<file path="src/rtl/atm_account_server.sv">
// Bank-side account server: takes one request at a time, scans the account table,
// applies PIN/lockout/balance rules and returns status plus resulting balance.
module atm_account_server #(
  parameter int          NUM_ACCTS = 4,
  parameter int          MAX_TRIES = 3,
  parameter logic [16:0] ACCT_BASE = 17'h04D2,
  parameter logic [16:0] PIN_BASE  = 17'h1F5E,
  parameter logic [18:0] INIT_BAL  = 19'd1000
) (
  input  logic        clk,
  input  logic        reset,
  input  logic        req_valid,
  output logic        req_ready,
  input  logic [2:0]  req_op,
  input  logic [16:0] req_acct,
  input  logic [16:0] req_pin,
  input  logic [16:0] req_dst_acct,
  input  logic [18:0] req_amount,
  input  logic [16:0] req_new_pin,
  output logic        rsp_valid,
  input  logic        rsp_ready,
  output logic [2:0]  rsp_status,
  output logic [18:0] rsp_balance,
  output logic [1:0]  rsp_tries_left
);

  localparam int             IDX_W      = (NUM_ACCTS > 1) ? $clog2(NUM_ACCTS) : 1;
  localparam logic [IDX_W-1:0] LAST_IDX = IDX_W'(NUM_ACCTS - 1);
  localparam logic [1:0]     TRIES_INIT = 2'(MAX_TRIES);

  localparam logic [2:0] OP_VERIFY = 3'd0, OP_BAL = 3'd1, OP_WD = 3'd2,
                         OP_DEP = 3'd3, OP_XFER = 3'd4, OP_CPIN = 3'd5;
  localparam logic [2:0] ST_OK = 3'd0, ST_BAD_ACCT = 3'd1, ST_BAD_PIN = 3'd2,
                         ST_LOCKED = 3'd3, ST_INSUF = 3'd4, ST_OVF = 3'd5,
                         ST_BAD_OP = 3'd6, ST_BAD_DST = 3'd7;

  typedef enum logic [2:0] {S_IDLE, S_LOOKUP, S_DST_LOOKUP, S_EXEC, S_RESP} state_t;
  state_t state;

  logic [16:0] acct_tab  [NUM_ACCTS];
  logic [16:0] pin_tab   [NUM_ACCTS];
  logic [18:0] bal_tab   [NUM_ACCTS];
  logic [1:0]  tries_tab [NUM_ACCTS];

  logic [2:0]  op_q;
  logic [16:0] acct_q, pin_q, dst_q, new_pin_q;
  logic [18:0] amount_q;

  logic [IDX_W-1:0] scan_idx, src_idx, dst_idx;
  logic             src_found, dst_found;

  logic        scan_hit;
  logic [18:0] src_bal, dst_bal;
  logic [1:0]  src_tries;
  logic [19:0] dep_sum, dst_sum;

  assign scan_hit  = acct_tab[scan_idx] == ((state == S_DST_LOOKUP) ? dst_q : acct_q);
  assign src_bal   = bal_tab[src_idx];
  assign src_tries = tries_tab[src_idx];
  assign dst_bal   = bal_tab[dst_idx];
  assign dep_sum   = {1'b0, src_bal} + {1'b0, amount_q};
  assign dst_sum   = {1'b0, dst_bal} + {1'b0, amount_q};

  // Request fields are plain data: captured on accept, never reset.
  always_ff @(posedge clk) begin
    if (req_valid && req_ready) begin
      op_q      <= req_op;
      acct_q    <= req_acct;
      pin_q     <= req_pin;
      dst_q     <= req_dst_acct;
      amount_q  <= req_amount;
      new_pin_q <= req_new_pin;
    end
  end

  always_ff @(posedge clk or negedge reset) begin
    if (!reset) begin
      state          <= S_IDLE;
      req_ready      <= 1'b1;
      rsp_valid      <= 1'b0;
      rsp_status     <= 3'd0;
      rsp_balance    <= 19'd0;
      rsp_tries_left <= 2'd0;
      scan_idx       <= '0;
      src_idx        <= '0;
      dst_idx        <= '0;
      src_found      <= 1'b0;
      dst_found      <= 1'b0;
      for (int i = 0; i < NUM_ACCTS; i++) begin
        acct_tab[i]  <= ACCT_BASE + 17'(i);
        pin_tab[i]   <= PIN_BASE + 17'(i);
        bal_tab[i]   <= INIT_BAL;
        tries_tab[i] <= TRIES_INIT;
      end
    end else begin
      case (state)
        S_IDLE: begin
          if (req_valid) begin
            req_ready <= 1'b0;
            scan_idx  <= '0;
            src_found <= 1'b0;
            dst_found <= 1'b0;
            state     <= S_LOOKUP;
          end
        end
        S_LOOKUP: begin
          if (op_q[2:1] == 2'b11) begin
            rsp_status     <= ST_BAD_OP;
            rsp_balance    <= 19'd0;
            rsp_tries_left <= 2'd0;
            rsp_valid      <= 1'b1;
            state          <= S_RESP;
          end else begin
            if (scan_hit) begin
              src_found <= 1'b1;
              src_idx   <= scan_idx;
            end
            if (scan_idx == LAST_IDX) begin
              scan_idx <= '0;
              state    <= (op_q == OP_XFER && (scan_hit || src_found)) ? S_DST_LOOKUP : S_EXEC;
            end else begin
              scan_idx <= scan_idx + IDX_W'(1);
            end
          end
        end
        S_DST_LOOKUP: begin
          if (scan_hit) begin
            dst_found <= 1'b1;
            dst_idx   <= scan_idx;
          end
          if (scan_idx == LAST_IDX) begin
            scan_idx <= '0;
            state    <= S_EXEC;
          end else begin
            scan_idx <= scan_idx + IDX_W'(1);
          end
        end
        S_EXEC: begin
          rsp_valid <= 1'b1;
          state     <= S_RESP;
          if (!src_found) begin
            rsp_status     <= ST_BAD_ACCT;
            rsp_balance    <= 19'd0;
            rsp_tries_left <= 2'd0;
          end else if (src_tries == 2'd0) begin
            rsp_status     <= ST_LOCKED;
            rsp_balance    <= src_bal;
            rsp_tries_left <= 2'd0;
          end else if (pin_tab[src_idx] != pin_q) begin
            tries_tab[src_idx] <= src_tries - 2'd1;
            rsp_status         <= ST_BAD_PIN;
            rsp_balance        <= src_bal;
            rsp_tries_left     <= src_tries - 2'd1;
          end else begin
            tries_tab[src_idx] <= TRIES_INIT;
            rsp_tries_left     <= TRIES_INIT;
            rsp_status         <= ST_OK;
            rsp_balance        <= src_bal;
            case (op_q)
              OP_WD: begin
                if (amount_q > src_bal) rsp_status <= ST_INSUF;
                else begin
                  bal_tab[src_idx] <= src_bal - amount_q;
                  rsp_balance      <= src_bal - amount_q;
                end
              end
              OP_DEP: begin
                if (dep_sum[19]) rsp_status <= ST_OVF;
                else begin
                  bal_tab[src_idx] <= dep_sum[18:0];
                  rsp_balance      <= dep_sum[18:0];
                end
              end
              OP_XFER: begin
                if (!dst_found || dst_idx == src_idx) rsp_status <= ST_BAD_DST;
                else if (amount_q > src_bal)          rsp_status <= ST_INSUF;
                else if (dst_sum[19])                 rsp_status <= ST_OVF;
                else begin
                  bal_tab[src_idx] <= src_bal - amount_q;
                  bal_tab[dst_idx] <= dst_sum[18:0];
                  rsp_balance      <= src_bal - amount_q;
                end
              end
              OP_CPIN: pin_tab[src_idx] <= new_pin_q;
              default: ;
            endcase
          end
        end
        S_RESP: begin
          if (rsp_ready) begin
            rsp_valid <= 1'b0;
            req_ready <= 1'b1;
            state     <= S_IDLE;
          end
        end
        default: state <= S_IDLE;
      endcase
    end
  end

endmodule

</file>
<file path="config.mk">
export PLATFORM = sky130hd
export DESIGN_NAME = atm_account_server
export DESIGN_NICKNAME = d
export VERILOG_FILES = /design/src/rtl/atm_account_server.sv
export SDC_FILE = /design/constraint.sdc
export NUM_CORES = 1
export LEC_CHECK = 0
export CORE_UTILIZATION = 35
export CTS_CLUSTER_SIZE = 20
export DETAILED_ROUTE_END_ITERATION = 10
export GPL_TIMING_DRIVEN = 0
export PLACE_DENSITY = 0.56
export SLEW_MARGIN = 5
export SYNTH_ARGS = -nofsm -noshare
export SYNTH_HDL_FRONTEND = slang
export SYNTH_SLANG_ARGS = --single-unit
</file>
<file path="constraint.sdc">
create_clock -name clk -period 12.8 [get_ports clk]
set_clock_uncertainty 0.05 [all_clocks]
set_input_delay 2.56 -clock clk [delete_from_list [all_inputs] [get_ports clk]]
set_output_delay 2.56 -clock clk [all_outputs]
set_load 0.005 [all_outputs]
</file>
==> out/results.tsv <==
stage	metric	value	unit
run_status	status	finished clean	
sta	hold_viol	0	
worst_setup_path	rrSetupSlack	4010	ps
worst_setup_path	worstSetupEndpoint	bal_tab[1]	
floorplan	rows	76	
sta	worstMarginPinSlew	1436	ps
detailed_routing	post_drt_wl_per_cell	24.97	um
synthesis	synth.avg_cell_area	10.07	um^2
cts	post_cts_resized	0	
cts	root_buffer	clkbuf_16	
detailed_routing	avgViaCountPerCell	5.992	
synthesis	synth_top_area_share	19.35	%
place	port_buffers	85	
worst_setup_path	cp_max_fo	10	
floorplan	initial_utilization	35.78	%
synthesis	synth_nets	1697	
floorplan	dieArea	45180	um^2
floorplan	fp.dieH	212.6	um
worst_setup_path	critPathLaunch	src_idx[1]	
flow_run	maxCapViolCount	0	
cts	clkTransAtPathRegs	60	ps
global_routing	grt_overflow	0	
cells_and_area	layout.nets	1816	
worst_setup_path	endpoint_kind	flop	
worst_setup_path	r2r-start	src_idx[1]	
place	placed_cell_area	17170	um^2
worst_setup_path	crit_arrival	9180	ps
floorplan	die_w	212.6	um
worst_setup_path	critPathRequiredTime	13190	ps
synthesis	ys_warn_count	68	
cts	clockBufferDepth	3	
synthesis	synth_common_cells	151 x a21oi_1, 129 x o21ai_0, 120 x dfrtp_1	
sta	relSlewSlack	3.516	%
global_routing	grt.total_usage	25.38	%
cts	cts_made_buffers	30	
worst_setup_path	cp-start-kind	flop	
sta	period_share	68.65	%
sta	setup-tns-final	0	ps
cts	cts_setup_buffers	0	
global_routing	antenna_found_initial	0	
worst_setup_path	critPathKind	flop to flop	
worst_setup_path	r2r_cells	16	
synthesis	synth_edf_count	56	
detailed_routing	drt.antenna.violating_nets	0	
synthesis	synth_largest_area_cell	dfrtp_1	
detailed_routing	drt_first_iter_violations	1619	
synthesis	yosys-top-cells-area	dfrtp_1 19%, dfstp_2 12%, edfxtp_1 11%	
synthesis	syn_area	15520	um^2
place	placed_cells	2213	
cts	clk_latency	620	ps
sta	slew_violations	0	
detailed_routing	drc	0	
synthesis	async_flop_share	77.14	%
cells_and_area	area_growth	16.99	%
synthesis	ys_types	72	
cells_and_area	antenna_cells	0	
cells_and_area	final_area	18150	um^2
cts	cts_hold_buf	0	
detailed_routing	routed_wl	56.65	mm
synthesis	synthCells	1541	
cts	cts.sinks	245	
synthesis	synth_ff_type	dfrtp_1	
synthesis	yosysMostFrequentCell	a21oi_1	
cts	tritoncts	done	
cells_and_area	layout.cells.non_filler	2269	
floorplan	io_pins	120	
detailed_routing	vias	13595	
sta	final-setup-viol-count	0	
synthesis	synth-seq-area-share	41.88	%
global_routing	grt_max_degree	113	
sta	max_freq	0.1138	GHz
cts	htreeDepth	1	
pwr	power_density	139.9	nW/um^2
sta	min_period	8787	ps
floorplan	core	43360	um^2
place	dp_hpwl	42.11	mm
detailed_routing	dr.pass1.iters	5	
cells_and_area	drive_above_1_share	16.63	%
worst_hold_path	hp-class	flop to flop	
global_routing	grt_pass1_wl	84.87	mm
sta	whs	433.4	ps
worst_setup_path	regToRegEndpoint	bal_tab[1]	
global_routing	grt_pass1_vias	13528	
synthesis	ys_ff_latch	245	
pwr	p_leak	7.376	nW
pwr	irDropWorstVdd	0.1092	mV
sta	rsz0062_at_grt	no	
place	gp_congestion	0.9857	
## critical path: stages, from the launching register on
cell       delay, ps
dfrtp_1          420
buf_1            650
buf_1            600
clkbuf_1         830
buf_1            890
mux4_2           490
ha_1             290
clkbuf_1         210
nor3b_1          200
a211o_1          330
a2111oi_0        750
o21ai_0          340
a221oi_1         940
o22a_1           430
or4_1            230
clkbuf_1         660
o21ai_0          260
## per-layer routing
metal  GRT usage, %  up-vias  part of all wire [%]
li1               -     6028                     -
met1          33.94     6706                    42
met2          40.04      707                    45
met3          5.273      154                   8.7
met4          10.15        0                   4.4
met5              0        -                     0
## power breakdown
part	switching (W)	leakage (nW)	internal (W)	total, W
Clock	0.000357	0.484	0.000491	0.000848
Sequential	0.0000430	2.87	0.000863	0.000906
Combinational	0.000527	4.02	0.000258	0.000785
Total	0.000927	7.38	0.00161	0.00254
## state kept, by name (all words and copies together) (netlist names), 3 cells and up
register     cells
bal_tab         76
pin_tab         68
amount_q        19
rsp_balance     19
new_pin_q       17
pin_q           17
tries_tab        8
op_q             3
rsp_status       3
state            3
## worst min-delay path by stage
stage / start / to / slack, ps / cells past startpoint
2_1_floorplan: bal_tab[41] / bal_tab[41] / 400 / 2
3_3_place_gp: rsp_balance[9] / rsp_balance[9] / 420 / 2
3_5_place_dp: rsp_tries_left[1] / rsp_tries_left[1] / 420 / 1
4_1_cts: rsp_balance[9] / rsp_balance[9] / 440 / 2
5_1_grt: tries_tab[1] / tries_tab[1] / 460 / 2
6_report: rsp_balance[9] / rsp_balance[9] / 430 / 2
## final cells by class
type	instances	area, um^2
clock buffers	45	868.3
repair buffers	87	903.4
fillers	4285	25210
flip-flops and latches	245	6497
multi-input cells	1153	8469
plain buffers	94	381.6
clock inverters	11	116.4
well taps	585	732.0
inverters	49	183.9
## cells in the final DEF, fill, tap and decap left out, types with 49 or more instances in the layout
cell / count
nor2_1: 110
a21oi_1: 151
mux4_2: 56
dfrtp_1: 120
nand2_1: 100
mux2_2: 75
o21ai_0: 129
clkdlybuf4s50_1: 84
ha_1: 59
xnor2_1: 49
edfxtp_1: 56
dfstp_2: 69
clkbuf_1: 81
## logic make-up after synthesis
kind of cell,Yosys count,synth area share [%]
compound gates,492,19.48
simple gates,398,12.31
flops,245,41.88
buf+inv,143,3.645
mux,134,13.77
xor+xnor,67,3.782
fa+ha+maj,62,5.145
## metrics by stage
step	util (%)	setup slack, ps	power (W)
floorplan	-	7467	0.001374
global placement	39.43	860.9	0.001684
detailed placement	39.59	4125	0.001689
CTS	41.86	4016	0.002544
global route	41.86	3681	0.002640
finish	41.86	4013	0.002539
(Power assumes the default switching activity.)
